$ cat config.mk
export PLATFORM = sky130hd
export DESIGN_NAME = hamming_syndrome_gen
export DESIGN_NICKNAME = d
export VERILOG_FILES = /design/src/rtl/hamming_syndrome_gen.sv
export SDC_FILE = /design/constraint.sdc
export NUM_CORES = 1
export LEC_CHECK = 0
export ABC_AREA = 1
export BUFFER_PORTS_ARGS = -buffer_cell sky130_fd_sc_hd__clkbuf_2
export CORE_MARGIN = 5
export CORE_UTILIZATION = 56
export DETAILED_ROUTE_END_ITERATION = 10
export PLACE_DENSITY_LB_ADDON = 0.05
export SLEW_MARGIN = 10
export SYNTH_ARGS = -nofsm -noshare
export SYNTH_HDL_FRONTEND = slang
export SYNTH_SLANG_ARGS = --single-unit
$ cat constraint.sdc
create_clock -name clk -period 2.06 [get_ports clk]
set_clock_uncertainty 0.05 [all_clocks]
set_input_delay 0.103 -clock clk [delete_from_list [all_inputs] [get_ports clk]]
set_output_delay 0.103 -clock clk [all_outputs]
set_load 0.005 [all_outputs]
$ cat src/rtl/hamming_syndrome_gen.sv
// Assembles a 16-bit SECDED codeword from two bytes, classifies it and emits the
// position syndrome for the flip-mask LUT stage, with saturating SEC/DED counters.
module hamming_syndrome_gen #(
    parameter int CNT_W = 8
) (
    input  logic             clk,
    input  logic             rst_n,
    input  logic             in_valid,
    output logic             in_ready,
    input  logic [7:0]       in_byte,
    output logic             out_valid,
    input  logic             out_ready,
    output logic [7:0]       pflip,
    output logic             err_single,
    output logic             err_double,
    output logic             p0_err,
    input  logic             cnt_clr,
    output logic [CNT_W-1:0] sec_count,
    output logic [CNT_W-1:0] ded_count
);
    typedef enum logic [1:0] {IDLE, GOT_LSW, CALC, DONE} state_t;

    state_t           state_q;
    logic             in_ready_q;
    logic             out_valid_q;
    logic [7:0]       lsw_q;
    logic [7:0]       msw_q;
    logic [7:0]       pflip_q;
    logic             err_single_q;
    logic             err_double_q;
    logic             p0_err_q;
    logic [CNT_W-1:0] sec_q;
    logic [CNT_W-1:0] ded_q;
    logic [CNT_W-1:0] sec_d;
    logic [CNT_W-1:0] ded_d;
    logic [3:0]       syn_d;
    logic             par_d;
    logic             single_d;
    logic             double_d;
    logic             p0_d;
    logic             in_hs;

    // Each mask selects the positions whose index has syndrome bit k set.
    function automatic logic [3:0] syndrome(input logic [15:0] cw);
        return {^(cw & 16'hFF00), ^(cw & 16'hF0F0), ^(cw & 16'hCCCC), ^(cw & 16'hAAAA)};
    endfunction

    function automatic logic [CNT_W-1:0] sat_inc(input logic [CNT_W-1:0] c);
        return (&c) ? c : c + {{(CNT_W-1){1'b0}}, 1'b1};
    endfunction

    assign in_hs = in_valid && in_ready_q;

    always_comb begin
        syn_d    = syndrome({msw_q, lsw_q});
        par_d    = ^{msw_q, lsw_q};
        single_d = par_d;
        double_d = (syn_d != 4'd0) && !par_d;
        p0_d     = (syn_d == 4'd0) && par_d;
        sec_d    = sec_q;
        ded_d    = ded_q;
        if (cnt_clr) begin
            sec_d = '0;
            ded_d = '0;
        end else if (state_q == CALC) begin
            if (single_d) sec_d = sat_inc(sec_q);
            if (double_d) ded_d = sat_inc(ded_q);
        end
    end

    always_ff @(posedge clk) begin
        if (in_hs && (state_q == IDLE))    lsw_q <= in_byte;
        if (in_hs && (state_q == GOT_LSW)) msw_q <= in_byte;
    end

    always_ff @(posedge clk or negedge rst_n) begin
        if (!rst_n) begin
            state_q      <= IDLE;
            in_ready_q   <= 1'b1;
            out_valid_q  <= 1'b0;
            pflip_q      <= 8'h00;
            err_single_q <= 1'b0;
            err_double_q <= 1'b0;
            p0_err_q     <= 1'b0;
            sec_q        <= '0;
            ded_q        <= '0;
        end else begin
            sec_q <= sec_d;
            ded_q <= ded_d;
            case (state_q)
                IDLE: begin
                    if (in_hs) state_q <= GOT_LSW;
                end
                GOT_LSW: begin
                    if (in_hs) begin
                        state_q    <= CALC;
                        in_ready_q <= 1'b0;
                    end
                end
                CALC: begin
                    state_q      <= DONE;
                    out_valid_q  <= 1'b1;
                    pflip_q      <= {4'b0000, syn_d};
                    err_single_q <= single_d;
                    err_double_q <= double_d;
                    p0_err_q     <= p0_d;
                end
                DONE: begin
                    if (out_ready) begin
                        state_q     <= IDLE;
                        out_valid_q <= 1'b0;
                        in_ready_q  <= 1'b1;
                    end
                end
                default: begin
                    state_q     <= IDLE;
                    in_ready_q  <= 1'b1;
                    out_valid_q <= 1'b0;
                end
            endcase
        end
    end

    assign in_ready   = in_ready_q;
    assign out_valid  = out_valid_q;
    assign pflip      = pflip_q;
    assign err_single = err_single_q;
    assign err_double = err_double_q;
    assign p0_err     = p0_err_q;
    assign sec_count  = sec_q;
    assign ded_count  = ded_q;
endmodule
==> results of run 1 <==
-- logic make-up (layout without fill, tap and decap cells) --
family | after synthesis | after routing | synth area share, %
AND/OR/NAND/NOR | 203 | 203 | 33.8
flip-flops | 43 | 43 | 44.8
buffers and inverters | 43 | 95 | 7.12
AO/OA/AOI/OAI | 26 | 26 | 5.96
XOR/XNOR | 14 | 14 | 4.75
adder cells (fa/ha/maj) | 7 | 7 | 3.39
other | 1 | 4 | 0.145
-- state kept, by name (all words and copies together), names as in the netlist --
signal	count
ded_count	8
err_double	1
err_single	1
in_ready	1
lsw_q	8
msw_q	8
out_valid	1
p0_err	1
pflip	4
sec_count	8
state_q	2
-- power by group through the flow --
stage | logic (uW) | clock network [uW] | registers (uW)
floorplan | 721 | 0 | 1240
global placement | 1020 | 0 | 1250
detailed placement | 1040 | 0 | 1260
CTS | 1060 | 669 | 1250
global route | 1240 | 717 | 1270
finish | 1060 | 647 | 1240
-- stage by stage --
stage	cell area (sq um)	instances	setup slack (ns)	hold slack, ns	utilization, %
2_1_floorplan	2590	340	0.436	-0.243	-
3_3_place_gp	2820	424	0.262	0.116	63.8
3_5_place_dp	2820	424	0.225	0.120	63.8
4_1_cts	3030	442	0.209	0.0670	68.6
5_1_grt	3040	444	0.0184	0.0651	68.9
6_report	3040	444	0.221	0.0731	68.9
-- cells in the mapped netlist --
cell type	number	area (sq um)
o21ai_1	6	30.0
a21oi_1	3	15.0
nand3_2	1	10.0
o21bai_4	1	18.8
nor3_1	1	5.00
xor2_1	10	87.6
edfxtp_1	16	480
o21ai_0	12	60.1
buf_1	1	3.75
ha_1	7	87.6
buf_6	1	11.3
nor2_1	11	41.3
inv_2	7	26.3
xnor2_1	4	35.0
buf_4	4	30.0
o21ai_2	2	17.5
conb_1	1	3.75
nand3_1	21	105
nand4_1	9	56.3
nand2_1	143	537
clkbuf_1	2	7.51
a31oi_1	2	12.5
or2_2	3	18.8
nor2_4	1	11.3
nand2_2	9	56.3
inv_1	28	105
nand2_4	1	11.3
nand3b_1	3	22.5
dfrtp_1	26	651
dfstp_2	1	26.3
-- layer usage --
metal  up-vias  track usage, %  part of all wire (%)
met2        53            26.0                    44
met5         -               0                     0
met1       977            25.7                    48
met3         5            3.82                   6.9
li1       1172               -                     -
met4         0            4.05                  0.89
-- tightest hold or removal path, delay by kind of cell --
| family | cells | cell delay (ns) |
|---|---|---|
| AOI/OAI and AO/OA | 2 | 0.21 |
| buffers and inverters | 1 | 0.09 |
-- timing repair --
| item | in CTS | in global routing |
|---|---|---|
| gates resized for setup | 0 | 0 |
| endpoints found under the setup margin | 0 | 2 |
| setup buffers | 0 | 2 |
| hold buffers | 10 | 0 |
| endpoints found under the hold margin | 43 | 0 |
-- path summary, 6_finish.rpt --
check	from	endpoint	slack, ns
min in group asynchronous	rst_n	pflip[0]	0.32
max in group asynchronous	rst_n	sec_count[3]	1.21
setup reg to reg	msw_q[3]	sec_count[4]	0.22
setup / recovery	msw_q[3]	sec_count[4]	0.22
hold / removal	in_valid	in_ready	0.07
hold reg to reg	err_double	err_double	0.44
-- final cells by class --
class / count / area, sq um / share of cell area (%)
multi-input cells: 254 / 1250 / 41.2
flip-flops and latches: 43 / 1160 / 38.0
repair buffers: 52 / 323 / 10.6
inverters: 35 / 131 / 4.32
clock buffers: 5 / 68.8 / 2.26
well taps: 52 / 65.1 / 2.14
clock inverters: 3 / 43.8 / 1.44
==> impl_metrics.py, run 1 <==
metrics = {
    "outcome": {
        "status": "finished clean",
    },
    "logic_synthesis": {
        "avgSynthCellArea_sq_um": 7.67,
        "synth_seq_cells": 43,
        "yosysSeqAreaShare_pct": 44.8,
        "yosys_warnings": 0,
        "synth_area_sq_mm": 0.00258,
        "yosysUniqueCellTypes": 30,
        "synthCells": 337,
    },
    "setup_path": {
        "critPathTopFamily": "simple AND/OR/NAND/NOR gates",
        "crit_buf_inv": 0,
        "crit_type": "reg2reg",
        "rr_worst_depth": 11,
        "critical_path.cell_chain": "nand2_1 -> nand2_1 -> nand2_1 -> nand2_1 -> nand2_2 -> nand2_2 -> nand2_2 -> nand2_4 -> o21bai_4 -> nand2_1 -> o21ai_1",
        "worstPathArrival_ns": 2.01,
        "worstPathRequired_ns": 2.23,
        "crit_path_start_kind": "flop",
        "critPathCaptureType": "flop",
        "cpPeakStageDelay_ns": 0.49,
        "crit_top_cell": "nand2_1",
        "path_depth": 11,
        "critPathMaxFanout": 16,
        "slowest_stage": "edfxtp_1",
    },
    "clock_network": {
        "clk_path_buf_depth": 2,
        "htree_levels": 2,
        "clockRootBuffer": "clkbuf_8",
        "clock_latency_ns": 0.29,
        "cts_made_buffers": 5,
        "cts_tree": "done",
        "clock_sinks": 43,
        "path_clk_slew_ns": 0.08,
    },
    "detailed_routing": {
        "vias_per_cell": 4.97,
        "vias": 2207,
        "dr.pass1.iters": 6,
        "drt_iter0_markers": 146,
        "wl_per_cell_um": 11.6,
        "drc": 0,
        "wirelength_um": 5140,
        "ant_nets": 0,
    },
    "sta": {
        "rsz0062_at_grt": "false",
        "fin_crit_sh_pct": 89.3,
        "tns_ns": 0,
        "period_minus_slack_ns": 1.84,
        "max_slew_margin_pct": 55.6,
        "worst_slew_pin_slew_ns": 0.665,
        "finalMaxSlewViolations": 0,
        "fmax_ghz": 0.544,
        "hold_viol": 0,
        "finalSetupViolCount": 0,
    },
    "cells_and_area": {
        "area_growth_pct": 17.8,
        "diodes": 0,
        "drive_gt1_share_pct": 19.4,
        "final_common_cell": "nand2_1",
        "mostFrequentLayoutCells": "nand2_1, clkbuf_2, inv_1, dfrtp_1, nand3_1",
        "nets": 411,
        "nFillCells": 381,
    },
    "power": {
        "peakVddDrop_v": 0.000608,
        "comb_power_share_pct": 35.9,
        "power.total_uw": 2940,
        "seqPwrFrac_pct": 42.2,
        "clkPwrFrac_pct": 22.0,
        "leakage_uw": 0.00162,
        "p_int_uw": 1870,
        "netSwitchingFraction_pct": 36.7,
        "switching_power_uw": 1080,
        "power_density_mw_per_mm2": 968,
    },
    "place": {
        "hpwl_um": 3880,
        "place_congestion": 0.784,
        "portBuffers": 37,
    },
    "job": {
        "maxCapViolations": 0,
    },
    "floorplanning": {
        "start_util_pct": 58.5,
        "dieWidth_um": 77.9,
        "die_h_um": 77.9,
        "row_count": 24,
        "ioPinCount": 42,
        "dieArea_sq_mm": 0.00607,
        "fp.coreArea_sq_mm": 0.00441,
    },
    "global_routing": {
        "grt_pass1_vias": 1882,
        "grt-ovfl-total": 0,
        "grt_pass1_wl_um": 8680,
        "grt_max_degree": 28,
        "antenna_found_initial": 0,
        "grt_use_total_pct": 17.4,
    },
    "min_path": {
        "holdPathStages": 3,
        "hold_class": "in2reg",
    },
}
Note: power is estimated with default switching activity, not from simulation.
==> run 2, diff against run 1 <==
Settings changed: ABC_CLOCK_PERIOD_IN_PS set to 2060, CELL_PAD_IN_SITES_DETAIL_PLACEMENT set to 0, CELL_PAD_IN_SITES_GLOBAL_PLACEMENT set to 2, CORE_UTILIZATION 56 to 32.
==> run 2 against run 1 <==
  * Register-to-register slack about the same
  * First-iteration DRC count down 56%
  * Clock-buffer cell count up 3
  * Global-route usage down 4.7 points
  * Largest cell class unchanged
  * Critical path depth up 3
  * Total power up 1.0%
  * Clock power down 7.7%
  * Non-clock buffer count up 3
  * Sequential share of layout area down 1.2 points
  * Fmax down 0.40%
  * Die area up 64%
  * Wire length up 15%
==> impl_metrics.py, run 2 (synthesized netlist as in run 1, its figures left out) <==
metrics = {
    "outcome": {
        "status": "finished clean",
    },
    "cells_and_area": {
        "final_common_cell": "nand2_1",
        "final_cells": 497,
        "diodes": 0,
        "drive_gt1_share_pct": 19.7,
        "area_growth_pct": 21.5,
        "mostFrequentLayoutCells": "nand2_1, clkbuf_2, inv_1, dfrtp_1, nand3_1",
        "fin_area_sq_mm": 0.00314,
        "nets": 414,
    },
    "clock_network": {
        "clock_sinks": 43,
        "clock_latency_ns": 0.29,
        "cts_made_buffers": 5,
        "clk_path_buf_depth": 2,
        "cts_tree": "done",
        "clockRootBuffer": "clkbuf_8",
        "htree_levels": 2,
        "path_clk_slew_ns": 0.08,
    },
    "min_path": {
        "hold_class": "in2reg",
    },
    "sta": {
        "max_slew_margin_pct": 52.6,
        "period_minus_slack_ns": 1.85,
        "rsz0062_at_grt": "false",
        "tns_ns": 0,
        "finalMaxSlewViolations": 0,
        "finalSetupViolCount": 0,
        "hold_viol": 0,
        "worst_slew_pin_slew_ns": 0.710,
        "fin_crit_sh_pct": 89.6,
        "fmax_ghz": 0.542,
    },
    "global_routing": {
        "grt-ovfl-total": 0,
        "met2_usage_pct": 19.0,
        "grt_pass1_vias": 2072,
        "use_met1_pct": 18.3,
        "top_usage_layer": "met2",
        "grt_pass1_wl_um": 10000,
        "met3_usage_pct": 2.78,
        "antenna_found_initial": 0,
        "grt_max_degree": 28,
        "grt_use_total_pct": 12.6,
    },
    "power": {
        "leakage_uw": 0.00164,
        "peakVddDrop_v": 0.000339,
        "power_density_mw_per_mm2": 947,
    },
    "place": {
        "hpwl_um": 4570,
        "dpl.cell_count": 477,
        "dpl_cell_area_sq_mm": 0.00290,
        "portBuffers": 37,
        "place_congestion": 0.738,
    },
    "setup_path": {
        "slowest_stage": "edfxtp_1",
        "worstPathRequired_ns": 2.19,
        "crit_path_start_kind": "flop",
        "crit_type": "reg2reg",
        "timing.rr.end": "ded_count[2]",
        "endpoint": "ded_count[2]",
        "path_depth": 14,
        "critPathCaptureType": "flop",
        "cp-startpoint": "lsw_q[3]",
        "critPathMaxFanout": 8,
        "worstPathArrival_ns": 1.98,
        "critPathTopFamily": "simple AND/OR/NAND/NOR gates",
        "crit_buf_inv": 2,
        "ff2ff_setup_slack_ns": 0.21,
        "crit_top_cell": "nand2_1",
        "rr_worst_depth": 14,
        "critical_path.cell_chain": "inv_2 -> nand2_1 -> nand2_1 -> nand2_1 -> nand2_2 -> inv_1 -> nand2_1 -> nand2_1 -> nand2_2 -> nand2_4 -> nor2_1 -> nand3_4 -> nand3_1 -> nand2_1",
        "rr_startpoint": "lsw_q[3]",
        "cpPeakStageDelay_ns": 0.47,
    },
    "floorplanning": {
        "fp.coreArea_sq_mm": 0.00781,
        "die_h_um": 99.9,
        "ioPinCount": 42,
        "start_util_pct": 33.1,
        "dieWidth_um": 99.9,
        "dieArea_sq_mm": 0.00997,
        "row_count": 32,
    },
    "detailed_routing": {
        "dr.pass1.iters": 4,
        "vias_per_cell": 4.48,
        "wirelength_um": 5920,
        "drc": 0,
        "vias": 2225,
        "drt_iter0_markers": 64,
        "wl_per_cell_um": 11.9,
        "ant_nets": 0,
    },
    "job": {
        "maxCapViolations": 0,
    },
}
run 2: changes by cell type in the layout (fill, tap and decap cells not counted):
cell       previous run  this run
buf_12                0         1
buf_4                 5         7
bufinv_16             1         0
clkbuf_1              0         2
clkbuf_16             0         1
clkinv_2              1         0
clkinv_4              1         0
nand2_1             143       142
nand2_2               9        10
nand3_2               1         0
nand3_4               0         1
run 2: repair_timing:
action	4_1_cts	5_1_grt
hold buffers	10	0
gates resized for setup	0	2
buffers inserted	0	2
setup endpoints to repair	0	16
hold endpoints to repair	43	0
run 2: layer usage:
metal,up-vias,share of wire (%)
li1,1178,-
met1,1006,51
met2,36,43
met3,5,4.0
met4,0,1.2
met5,-,0
run 2: worst min path at each step:
stage / startpoint / to / slack [ns] / depth (start not counted)
finish: in_valid / in_ready / 0.05 / 3
floorplan: rst_n / ded_count[0] / -0.24 / 0
detailed placement: rst_n / pflip[2] / 0.14 / 1
CTS: in_valid / in_ready / 0.05 / 3
global placement: rst_n / pflip[2] / 0.15 / 1
global route: in_valid / in_ready / 0.09 / 3
run 2: report_power, final:
| part | leakage, uW | switching, uW | internal [uW] |
|---|---|---|---|
| registers | 0.000498 | 151 | 1090 |
| clock network | 0.0000506 | 283 | 314 |
| logic | 0.00109 | 685 | 451 |
| total | 0.00164 | 1120 | 1850 |
run 2: worst min-delay path: stages:
cell	delay (ns)
clkbuf_2	0.09
a21oi_1	0.12
o21ai_0	0.09
run 2: layout make-up:
cell class	count	area, sq um
repair buffers	55	358
multi-input cells	254	1260
flip-flops and latches	43	1160
inverters	35	131
clock buffers	8	101
well taps	102	128
fillers	824	4670
run 2: metrics by stage:
step	total power [uW]	utilization, %	setup slack (ns)	hold WS, ns
2_1_floorplan	1970	-	0.436	-0.243
3_3_place_gp	2360	37.1	0.142	0.153
3_5_place_dp	2370	37.1	0.119	0.144
4_1_cts	2990	39.7	0.0991	0.0473
5_1_grt	3250	40.2	0.00605	0.0876
6_report	2970	40.2	0.214	0.0534
==> run 3, diff against run 2 <==
Settings changed: CELL_PAD_IN_SITES_DETAIL_PLACEMENT 0 to 1.
==> run 3 against run 2 <==
  * Critical path depth decreased by 3
  * Die area unchanged
  * Core utilization increased by 0.11 points
  * Sequential share of layout area decreased by 0.10 points
  * Sequential cell count unchanged
  * Worst setup slack got worse by 0.0097 ns
  * Clock power increased by 2%
  * Global-route usage increased by 0.99 points
  * Critical endpoint is now ded_count[4]
  * Total power increased by 1.5%
  * Sequential power about the same
  * Cell area increased by 0.28%
==> impl_metrics.py, run 3 (synthesized netlist as in run 1, its figures left out) <==
metrics = {
    "outcome": {
        "status": "finished clean",
    },
    "sta": {
        "period_minus_slack_ns": 1.86,
        "hold_viol": 0,
        "fmax_ghz": 0.539,
        "worst_slew_pin_slew_ns": 0.740,
        "holdWs_ns": 0.00896,
        "fin_crit_sh_pct": 90.1,
        "finalMaxSlewViolations": 0,
        "max_slew_margin_pct": 50.7,
        "setup_slack_ns": 0.204,
        "finalSetupViolCount": 0,
    },
    "detailed_routing": {
        "vias_per_cell": 4.58,
        "vias": 2271,
        "dr.pass1.iters": 4,
        "drc": 0,
        "drt_iter0_markers": 44,
        "wl_per_cell_um": 13.0,
        "wirelength_um": 6470,
        "ant_nets": 0,
    },
    "setup_path": {
        "rr_startpoint": "lsw_q[3]",
        "crit_type": "reg2reg",
        "critPathMaxFanout": 8,
        "worstPathRequired_ns": 2.20,
        "endpoint": "ded_count[4]",
        "ff2ff_setup_slack_ns": 0.20,
        "worstPathArrival_ns": 1.99,
        "rr_worst_depth": 11,
        "cp-startpoint": "lsw_q[3]",
        "critPathCaptureType": "flop",
        "crit_path_start_kind": "flop",
        "timing.rr.end": "ded_count[4]",
    },
    "power": {
        "power_density_mw_per_mm2": 959,
        "leakage_uw": 0.00164,
        "peakVddDrop_v": 0.000412,
    },
    "cells_and_area": {
        "nets": 414,
        "drive_gt1_share_pct": 21.1,
        "diodes": 0,
        "mostFrequentLayoutCells": "nand2_1, clkbuf_2, inv_1, dfrtp_1, nand3_1",
        "fin_area_sq_mm": 0.00315,
        "final_common_cell": "nand2_1",
        "area_growth_pct": 21.8,
    },
    "place": {
        "hpwl_um": 4990,
        "place_congestion": 0.738,
        "dpl_cell_area_sq_mm": 0.00290,
        "pre_cts_ws_ns": 0.104,
        "portBuffers": 37,
    },
    "min_path": {
        "hold_class": "in2reg",
    },
    "global_routing": {
        "grt_pass1_vias": 2308,
        "antenna_found_initial": 0,
        "grt_pass1_wl_um": 11000,
        "grt_use_total_pct": 13.6,
        "grt_max_degree": 28,
        "grt-ovfl-total": 0,
    },
    "floorplanning": {
        "die_h_um": 99.9,
        "dieArea_sq_mm": 0.00997,
        "fp.coreArea_sq_mm": 0.00781,
        "start_util_pct": 33.1,
        "dieWidth_um": 99.9,
        "row_count": 32,
        "ioPinCount": 42,
    },
    "clock_network": {
        "cts_made_buffers": 5,
        "htree_levels": 2,
        "clk_path_buf_depth": 2,
        "clock_latency_ns": 0.30,
        "clockRootBuffer": "clkbuf_8",
        "cts_tree": "done",
        "clock_sinks": 43,
        "path_clk_slew_ns": 0.08,
    },
    "job": {
        "maxCapViolations": 0,
    },
}
==> run 3: cell types whose count changed in the layout (fill, tap and decap cells not counted), sizes merged <==
| cell | previous run | this run |
|---|---|---|
| buf | 8 | 9 |
| clkbuf | 45 | 44 |
| dlygate4sd3 | 10 | 9 |
==> run 3: critical path: stages, from the launching register on <==
cell      delay, ns
edfxtp_1       0.48
buf_4          0.18
xor2_1         0.22
nand2_1        0.08
nand2_1        0.07
nand2_1        0.10
nand2_1        0.09
nor2_1         0.04
nand3_1        0.12
nand3_4        0.15
nand3_1        0.11
nand2_1        0.05
==> run 3: power by group <==
group          internal [uW]  switching (uW)
Sequential              1090             155
Clock                    307             303
Combinational            461             704
==> run 3: repair_timing <==
item,4_1_cts,5_1_grt
resized for setup,0,6
endpoints found under the setup margin,0,16
buffers inserted,0,3
hold endpoints to repair,42,0
hold buffers,9,0
==> run 3: worst min path at each step <==
stage | startpoint | to | slack, ns | depth (start not counted)
after floorplan | rst_n | ded_count[0] | -0.24 | 0
after global placement | rst_n | pflip[2] | 0.15 | 1
after detailed placement | rst_n | pflip[2] | 0.15 | 1
after CTS | out_ready | in_ready | 0.01 | 3
after global routing | out_ready | in_ready | 0.02 | 3
final | out_ready | in_ready | 0.009 | 3
==> run 3: final cells by class <==
| type | count | area, sq um |
|---|---|---|
| Clock buffer | 7 | 97.6 |
| Fill cell | 989 | 4660 |
| Inverter | 35 | 131 |
| Multi-Input combinational cell | 254 | 1280 |
| Sequential cell | 43 | 1160 |
| Tap cell | 102 | 128 |
| Timing Repair Buffer | 55 | 355 |
==> run 3: per-layer routing <==
metal  share of wire, %  GRT usage, %
met4               0.91          2.84
met1                 52          19.6
met2                 45          21.4
met3                2.9          2.57
met5                  0             0
==> run 3: per-stage QoR <==
stage               TNS (ns)  power, uW  instances  util, %
floorplan                  0       1970        340        -
global placement           0       2360        477     37.1
detailed placement         0       2390        477     37.1
CTS                        0       3020        493     39.6
global route        -0.00551       3290        496     40.3
finish                     0       3020        496     40.3
